### config.mk
export PLATFORM = sky130hd
export DESIGN_NAME = card_board_tracker
export DESIGN_NICKNAME = d
export VERILOG_FILES = /design/src/rtl/card_pkg.sv /design/src/rtl/reveal_timer.sv /design/src/rtl/card_board_tracker.sv
export SDC_FILE = /design/constraint.sdc
export NUM_CORES = 1
export LEC_CHECK = 0
export CELL_PAD_IN_SITES_DETAIL_PLACEMENT = 0
export CELL_PAD_IN_SITES_GLOBAL_PLACEMENT = 1
export CORE_ASPECT_RATIO = 0.9
export CORE_MARGIN = 5
export CORE_UTILIZATION = 52
export CTS_CLUSTER_DIAMETER = 30
export CTS_CLUSTER_SIZE = 20
export DETAILED_ROUTE_END_ITERATION = 12
export PLACE_DENSITY = 0.9
export SYNTH_ARGS = -nofsm -noshare
export SYNTH_HDL_FRONTEND = slang
export SYNTH_HIERARCHICAL = 1
export SYNTH_SLANG_ARGS = --single-unit
### constraint.sdc
create_clock -name clock -period 10 [get_ports clock]
set_input_delay 2 -clock clock [delete_from_list [all_inputs] [get_ports clock]]
set_output_delay 2 -clock clock [all_outputs]
set_load 0.01 [all_outputs]
### src/rtl/card_pkg.sv
// Shared types and constants for the 6x6 memory-card board tracker.
package card_pkg;

    localparam int NUM_CELLS = 36;
    localparam int NUM_PAIRS = 18;
    localparam logic [5:0] NO_LOC = 6'h3F;

    typedef enum logic [1:0] {
        HIDDEN   = 2'd0,
        REVEALED = 2'd1,
        MATCHED  = 2'd2
    } cell_state_t;

    typedef enum logic [1:0] {
        ST_IDLE   = 2'd0,
        ST_ONE_UP = 2'd1,
        ST_JUDGE  = 2'd2,
        ST_HOLD   = 2'd3
    } tracker_state_t;

    function automatic logic loc_in_range(input logic [5:0] loc);
        return loc < 6'(NUM_CELLS);
    endfunction

endpackage

### src/rtl/reveal_timer.sv
// Loadable saturating down-counter shared by the compare wait and the reveal hold.
module reveal_timer #(
    parameter int W = 32
) (
    input  logic         clock,
    input  logic         reset,
    input  logic         clear,
    input  logic         load,
    input  logic [W-1:0] load_value,
    input  logic         enable,
    output logic [W-1:0] value,
    output logic         zero
);

    // Clear beats load, load beats count; the count stops at zero.
    always_ff @(posedge clock or posedge reset) begin
        if (reset) begin
            value <= '0;
        end else if (clear) begin
            value <= '0;
        end else if (load) begin
            value <= load_value;
        end else if (enable && (value != '0)) begin
            value <= value - 1'b1;
        end
    end

    assign zero = (value == '0);

endmodule

### src/rtl/card_board_tracker.sv
// Board state tracker for the card-matching game.
//
//   state     | meaning
//   ----------+-----------------------------------------------------------
//   ST_IDLE   | no card face-up, waiting for the first selection
//   ST_ONE_UP | first card face-up, waiting for a different second card
//   ST_JUDGE  | two cards up, waiting up to COMPARE_WAIT cycles for a match
//   ST_HOLD   | mismatch shown for REVEAL_CYCLES cycles, then both hidden
module card_board_tracker
    import card_pkg::*;
#(
    parameter int REVEAL_CYCLES = 50_000_000,
    parameter int COMPARE_WAIT  = 4
) (
    input  logic       clock,
    input  logic       reset,
    input  logic       new_game,
    input  logic       sel_valid,
    input  logic [5:0] sel_loc,
    input  logic       pair_found,
    input  logic [5:0] pair_loc1,
    input  logic [5:0] pair_loc2,
    input  logic [5:0] rd_loc,
    output logic [1:0] rd_state,
    output logic       busy,
    output logic [5:0] first_loc,
    output logic [5:0] second_loc,
    output logic [4:0] matched_count,
    output logic       all_matched
);

    localparam int TW = 32;

    tracker_state_t state;
    cell_state_t    cells [NUM_CELLS];

    logic          tmr_clear;
    logic          tmr_load;
    logic [TW-1:0] tmr_load_value;
    logic          tmr_enable;
    logic [TW-1:0] tmr_value;
    logic          tmr_zero;

    logic [5:0] sel_idx;
    logic       sel_ok;
    logic       pair_hit;
    logic       wait_expired;

    reveal_timer #(.W(TW)) u_timer (
        .clock      (clock),
        .reset      (reset),
        .clear      (tmr_clear),
        .load       (tmr_load),
        .load_value (tmr_load_value),
        .enable     (tmr_enable),
        .value      (tmr_value),
        .zero       (tmr_zero)
    );

    // JUDGE is entered with COMPARE_WAIT loaded; leaving on the cycle that
    // shows 1 keeps the judge window exactly COMPARE_WAIT cycles long.
    assign wait_expired = (tmr_value <= TW'(1));

    assign sel_idx = loc_in_range(sel_loc) ? sel_loc : 6'd0;

    // Qualify selections and pair reports against the current board.
    always_comb begin
        sel_ok   = sel_valid && !all_matched && loc_in_range(sel_loc)
                   && (cells[sel_idx] == HIDDEN);
        pair_hit = pair_found
                   && (((pair_loc1 == first_loc) && (pair_loc2 == second_loc))
                    || ((pair_loc1 == second_loc) && (pair_loc2 == first_loc)));
    end

    // Timer control decoded from the current state and its inputs.
    always_comb begin
        tmr_clear      = new_game;
        tmr_load       = 1'b0;
        tmr_load_value = '0;
        tmr_enable     = 1'b0;
        case (state)
            ST_ONE_UP: begin
                if (sel_ok && (sel_loc != first_loc)) begin
                    tmr_load       = 1'b1;
                    tmr_load_value = TW'(COMPARE_WAIT);
                end
            end
            ST_JUDGE: begin
                if (pair_hit) begin
                    tmr_clear = 1'b1;
                end else if (wait_expired) begin
                    tmr_load       = 1'b1;
                    tmr_load_value = TW'(REVEAL_CYCLES - 1);
                end else begin
                    tmr_enable = 1'b1;
                end
            end
            ST_HOLD:  tmr_enable = 1'b1;
            default:  ;
        endcase
    end

    // Main FSM: owns the cell array and every registered output.
    always_ff @(posedge clock or posedge reset) begin
        if (reset) begin
            for (int i = 0; i < NUM_CELLS; i++) cells[i] <= HIDDEN;
            state         <= ST_IDLE;
            busy          <= 1'b0;
            first_loc     <= NO_LOC;
            second_loc    <= NO_LOC;
            matched_count <= '0;
            all_matched   <= 1'b0;
        end else if (new_game) begin
            for (int i = 0; i < NUM_CELLS; i++) cells[i] <= HIDDEN;
            state         <= ST_IDLE;
            busy          <= 1'b0;
            first_loc     <= NO_LOC;
            second_loc    <= NO_LOC;
            matched_count <= '0;
            all_matched   <= 1'b0;
        end else begin
            case (state)
                ST_IDLE: begin
                    if (sel_ok) begin
                        cells[sel_idx] <= REVEALED;
                        first_loc      <= sel_loc;
                        state          <= ST_ONE_UP;
                    end
                end
                ST_ONE_UP: begin
                    if (sel_ok && (sel_loc != first_loc)) begin
                        cells[sel_idx] <= REVEALED;
                        second_loc     <= sel_loc;
                        state          <= ST_JUDGE;
                        busy           <= 1'b1;
                    end
                end
                ST_JUDGE: begin
                    if (pair_hit) begin
                        cells[first_loc]  <= MATCHED;
                        cells[second_loc] <= MATCHED;
                        if (matched_count != 5'(NUM_PAIRS)) begin
                            matched_count <= matched_count + 5'd1;
                            all_matched   <= (matched_count == 5'(NUM_PAIRS - 1));
                        end
                        first_loc  <= NO_LOC;
                        second_loc <= NO_LOC;
                        state      <= ST_IDLE;
                        busy       <= 1'b0;
                    end else if (wait_expired) begin
                        state <= ST_HOLD;
                    end
                end
                ST_HOLD: begin
                    if (tmr_zero) begin
                        cells[first_loc]  <= HIDDEN;
                        cells[second_loc] <= HIDDEN;
                        first_loc         <= NO_LOC;
                        second_loc        <= NO_LOC;
                        state             <= ST_IDLE;
                        busy              <= 1'b0;
                    end
                end
                default: state <= ST_IDLE;
            endcase
        end
    end

    assign rd_state = loc_in_range(rd_loc) ? cells[rd_loc] : HIDDEN;

endmodule

==> results of run 1 <==
flip-flops by register name, indices dropped and copies added, names as in the netlist:
register and count:
matched_count 5, first_loc 6, state 2, second_loc 6, busy 1, cells 72
all_matched 1, u_timer/value 32
cell usage in the layout, fill, tap and decap left out, types with 24 or more instances in the layout:
master / instances
a21oi_1: 64
clkdlybuf4s50_1: 48
dfrtp_1: 113
inv_1: 26
mux2i_1: 36
nand2_1: 50
nor2_1: 85
nor3_1: 26
nor4_1: 24
o21ai_0: 53
o22ai_1: 39
o31ai_1: 72
o41ai_2: 28
or3_1: 28
xor2_1: 31
cell families after synthesis:
family,count (synthesis),synth area share
simple gates,328,0.179
fa+ha+maj,9,0.0114
other cells,1,0.000380
compound gates,386,0.301
flops,125,0.319
mux,67,0.0970
buf+inv,137,0.0589
xor+xnor,38,0.0337
where the power goes:
part	switching [mW]	total (mW)	internal, mW
Clock	0.250	0.625	0.375
Sequential	0.149	0.746	0.596
Combinational	0.898	1.43	0.530
layout make-up:
type,instances,area (µm²),area share
timing repair buffer,65,608,0.0555
multi-input combinational,842,6210,0.567
tap,245,307,0.0280
clock inverter,12,141,0.0129
sequential,125,3140,0.287
inverter,27,104,0.00947
clock buffer,20,447,0.0408
routing by layer:
metal,share of wire,up-vias
li1,-,4213
met1,0.43,4547
met2,0.41,613
met3,0.13,101
met4,0.033,0
met5,0,-
stage by stage:
step / hold slack [ns] / area [µm²] / std cells / power, mW / worst slack (ns)
floorplan: 0.476 / 9910 / 1104 / 1.78 / 3.82
detailed placement: 0.530 / 10400 / 1304 / 2.13 / 2.79
CTS: 0.546 / 11000 / 1336 / 2.76 / 2.78
global route: 0.568 / 11000 / 1336 / 2.96 / 2.72
finish: 0.547 / 11000 / 1336 / 2.80 / 2.81
global placement: 0.512 / 10400 / 1304 / 2.12 / 2.84
worst max-delay path by stage:
stage / slack, ns / to / start
after floorplan: 3.82 / rd_state[0] / rd_loc[0]
after global placement: 2.84 / rd_state[0] / rd_loc[0]
after detailed placement: 2.79 / rd_state[0] / rd_loc[0]
after CTS: 2.78 / rd_state[0] / rd_loc[0]
after global routing: 2.72 / rd_state[0] / rd_loc[0]
final: 2.81 / rd_state[0] / rd_loc[0]
critical path, cell delays in order:
cell and delay (ns):
clkdlybuf4s50_1 1.22, mux4_2 0.62, mux4_2 0.52, mux2i_1 0.21, o22ai_1 0.11, clkdlybuf4s50_1 0.49
==> flow_summary.json, run 1 <==
{
  "status": "complete, no violations",
  "min_path_type": "reg -> reg",
  "crit_path_end_kind": "output port",
  "grt_pass1_vias": 8738,
  "hpwl_um": 21600,
  "overflow": 0,
  "io_pins": 50,
  "dominantRegCellSynth": "dfrtp_1",
  "die_w_um": 155,
  "wl_um": 32600,
  "rrSetupSlack_ns": 4.94,
  "post_cts_buffers": 0,
  "syn-cell-area_um2": 9860,
  "initial_utilization": 0.533,
  "synth_top_area_frac": 0.287,
  "postSynthCellCount": 1091,
  "synthArstFlopShare": 1.00,
  "grt.met3_usage": 0.0981,
  "antenna_left": 0,
  "rsz0062_at_grt": "no",
  "fin_worst_skew_ns": 0.0104,
  "rows": 47,
  "path_class": "in -> out",
  "clkSinkCount": 125,
  "timing.rr.end": "cells[21]",
  "use_met1": 0.426,
  "leakagePower_nw": 4.41,
  "synthTopCellsByArea": "dfrtp_1, o31ai_1, mux4_2",
  "cts_tree": "yes",
  "drt_iter0_drc": 1356,
  "track_usage": 0.293,
  "fin_nets": 1116,
  "cp.arrival_ns": 5.19,
  "core_um2": 18500,
  "cts_max_level": 4,
  "setup_viol": 0,
  "gp_congestion": 0.970,
  "cts_hold_buf": 0,
  "slew-limit-headroom": 0.236,
  "globalRouteMet2Util": 0.407,
  "drv_cap": 0,
  "dieArea_um2": 21800,
  "yosysSeqAreaShare": 0.319,
  "cts_buffer_depth": 2,
  "diodes": 0,
  "synth_seq_cells": 125,
  "grt_max_degree": 73,
  "synth_commonest_cells": "dfrtp_1, nor2_1, clkbuf_1",
  "synth.most_common_cell": "dfrtp_1",
  "synth.avg_cell_area_um2": 9.04,
  "power.density_nw_per_um2": 255,
  "cp.required_ns": 8.00,
  "rr_startpoint": "u_timer/value[0]",
  "synthToLayoutAreaGrowth_pct": 11.1,
  "grt_pass1_wl_um": 50900,
  "synth-edff-count": 0,
  "start_kind": "input pin",
  "antenna_found_initial": 0,
  "setup_tns_ns": 0,
  "path_clk_slew_ns": 0.06,
  "worstRegToRegCells": 13,
  "vdd_ir_drop_max_uv": 178,
  "yosysTopAreaCell": "dfrtp_1",
  "nFillCells": 1643,
  "min_period_ns": 7.19,
  "grt-busiest-layer": "met1",
  "drive_above_1_share": 0.134,
  "drtPass1Iterations": 6,
  "hold_violations": 0,
  "yosysWarnings": 6,
  "io_buffers": 49,
  "min_to": "busy",
  "finalMaxSlewViolations": 0,
  "fin_crit_sh": 0.719,
  "utilization": 0.592,
  "tightest_slew_ns": 1.14,
  "ys_types": 80,
  "route.detailed.drc": 0,
  "worstHoldPathCells": 2,
  "cp_max_fo": 18,
  "wl_per_cell_um": 24.4,
  "die_y_um": 141,
  "max_freq_ghz": 0.139,
  "cts_buffers": 17,
  "vias": 9474,
  "vias_per_cell": 7.09,
  "cts_root_buf": "clkbuf_16",
  "insertion_delay_ns": 0.43,
  "hold_start": "busy",
  "cts-resized-gates": 0
}
Note: power is estimated with default switching activity, not from simulation.
==> run 2: changes to the inputs <==
- CORE_UTILIZATION: 52 -> 43
- PLACE_DENSITY: 0.9 -> 0.79
- clock period: 10 -> 6.23 ns (I/O delays scaled with it)
==> run 2 against run 1 <==
Compared with the run above:
- count of clock-buffer cells in the layout is 1 higher
- sequential share of layout area is 0.50 points lower
- critical path depth rose by 1
- final cell count increased by 5.2%
- clock power increased by 62%
- via count down 0.85%
- clock skew shrank 0.00095 ns
- global-route usage down 4.1 points
- die area up 19%
- wire length up 2.0%
- register-to-register slack got worse by 3.3 ns
- critical path type unchanged
==> flow_summary.json, run 2 (synthesized netlist as in run 1, its figures left out) <==
{
  "status": "complete, no violations",
  "p_total_mw": 4.54,
  "wl_per_cell_um": 23.6,
  "rsz0062_at_grt": "no",
  "route.detailed.drc": 0,
  "whs_ns": 0.524,
  "synthToLayoutAreaGrowth_pct": 13.1,
  "cts-resized-gates": 0,
  "start_kind": "input pin",
  "drive_above_1_share": 0.147,
  "largest_reg_flops": 72,
  "rrSetupSlack_ns": 1.65,
  "cts_root_buf": "clkbuf_16",
  "core_um2": 22500,
  "rows": 52,
  "gp_congestion": 0.956,
  "largest-register": "cells",
  "io_pins": 50,
  "vdd_ir_drop_max_uv": 352,
  "fin_nets": 1133,
  "slew-limit-headroom": 0.282,
  "dp_cells": 1373,
  "crit_path_end_kind": "output port",
  "crit_family": "buffers and inverters",
  "fin_crit_sh": 0.879,
  "drv_cap": 0,
  "layout_common_cells": "dfrtp_1, nor2_1, o31ai_1",
  "fin_area_um2": 11200,
  "initial_utilization": 0.438,
  "timing.rr.end": "cells[9]",
  "overflow": 0,
  "cp.arrival_ns": 4.23,
  "insertion_delay_ns": 0.43,
  "worstRegToRegCells": 12,
  "max_freq_ghz": 0.183,
  "cts_max_level": 4,
  "min_path_type": "reg -> reg",
  "grt_pass1_vias": 8899,
  "diodes": 0,
  "cp_max_fo": 13,
  "cp_slowest_cell": "clkdlybuf4s50_1",
  "wl_um": 33200,
  "cts_buffers": 17,
  "pre_cts_slack_ns": 0.807,
  "grt_max_degree": 67,
  "fin_worst_skew_ns": 0.00944,
  "hold_violations": 0,
  "antenna_left": 0,
  "cp.required_ns": 4.98,
  "vias_per_cell": 6.69,
  "crit_buf_inv": 3,
  "final_common_cell": "dfrtp_1",
  "clkSinkCount": 125,
  "post_cts_buffers": 0,
  "drt_iter0_drc": 1198,
  "grt_pass1_wl_um": 52600,
  "hpwl_um": 22900,
  "cts_buffer_depth": 2,
  "vias": 9393,
  "utilization": 0.496,
  "tightest_slew_ns": 1.08,
  "rr_startpoint": "u_timer/value[0]",
  "fin_cells": 1405,
  "cp-endpoint": "rd_state[1]",
  "fin_ws_ns": 0.756,
  "io_buffers": 49,
  "die_y_um": 154,
  "reg_top3": "cells: 72 flops, u_timer/value: 32 flops",
  "setup_tns_ns": 0,
  "path_class": "in -> out",
  "leakagePower_nw": 4.51,
  "cp.depth": 7,
  "dieArea_um2": 26100,
  "worstSetupStartpoint": "rd_loc[1]",
  "place_area_um2": 10600,
  "power.density_nw_per_um2": 407,
  "die_w_um": 170,
  "crit_chain": "clkdlybuf4s50_1, buf_4, mux4_2, mux4_2, mux2i_1, o22ai_1, clkdlybuf4s50_1",
  "drtPass1Iterations": 6,
  "min_period_ns": 5.47,
  "track_usage": 0.252,
  "antenna_found_initial": 0,
  "cpPeakStageDelay_ns": 1.00,
  "setup_viol": 0,
  "path_clk_slew_ns": 0.06,
  "cts_tree": "yes",
  "finalMaxSlewViolations": 0,
  "cts_hold_buf": 0
}
run 2: cell type report:
type	count	area [µm²]
tap	297	372
timing repair buffer	82	748
clock buffer	21	460
multi-input combinational	842	6210
fill	2138	11400
clock inverter	11	118
inverter	27	104
sequential	125	3140
run 2: report_power, final:
group	total (mW)	leakage (nW)	switching, mW	internal, mW
Clock	1.01	0.283	0.398	0.607
Combinational	2.35	2.53	1.48	0.875
Sequential	1.19	1.70	0.230	0.957
Total	4.54	4.51	2.11	2.44
run 2: worst min path at each step:
stage / from / end / cells past startpoint
global placement: cells[54] / cells[54] / 2
CTS: cells[50] / cells[50] / 2
detailed placement: cells[50] / cells[50] / 2
finish: cells[50] / cells[50] / 2
floorplan: cells[52] / cells[52] / 2
global route: cells[50] / cells[50] / 2
run 2: worst register-to-register path, stage by stage (launching register included):
cell and delay (ns):
dfrtp_1 0.43, inv_1 0.08, ha_1 0.20, or3b_2 0.51
or4_4 0.60, or3_1 0.46, nor3_1 0.26, nand2b_1 0.18
nand2_1 0.17, a21o_2 0.29, nor3_2 0.78, buf_4 0.35
a32o_1 0.19
run 2: routing by layer:
layer  track usage  vias up  share of wire
met5             0        -              0
met3        0.0696       50          0.098
met2         0.366      508           0.44
met1         0.368     4605           0.44
li1              -     4230              -
met4        0.0690        0          0.019
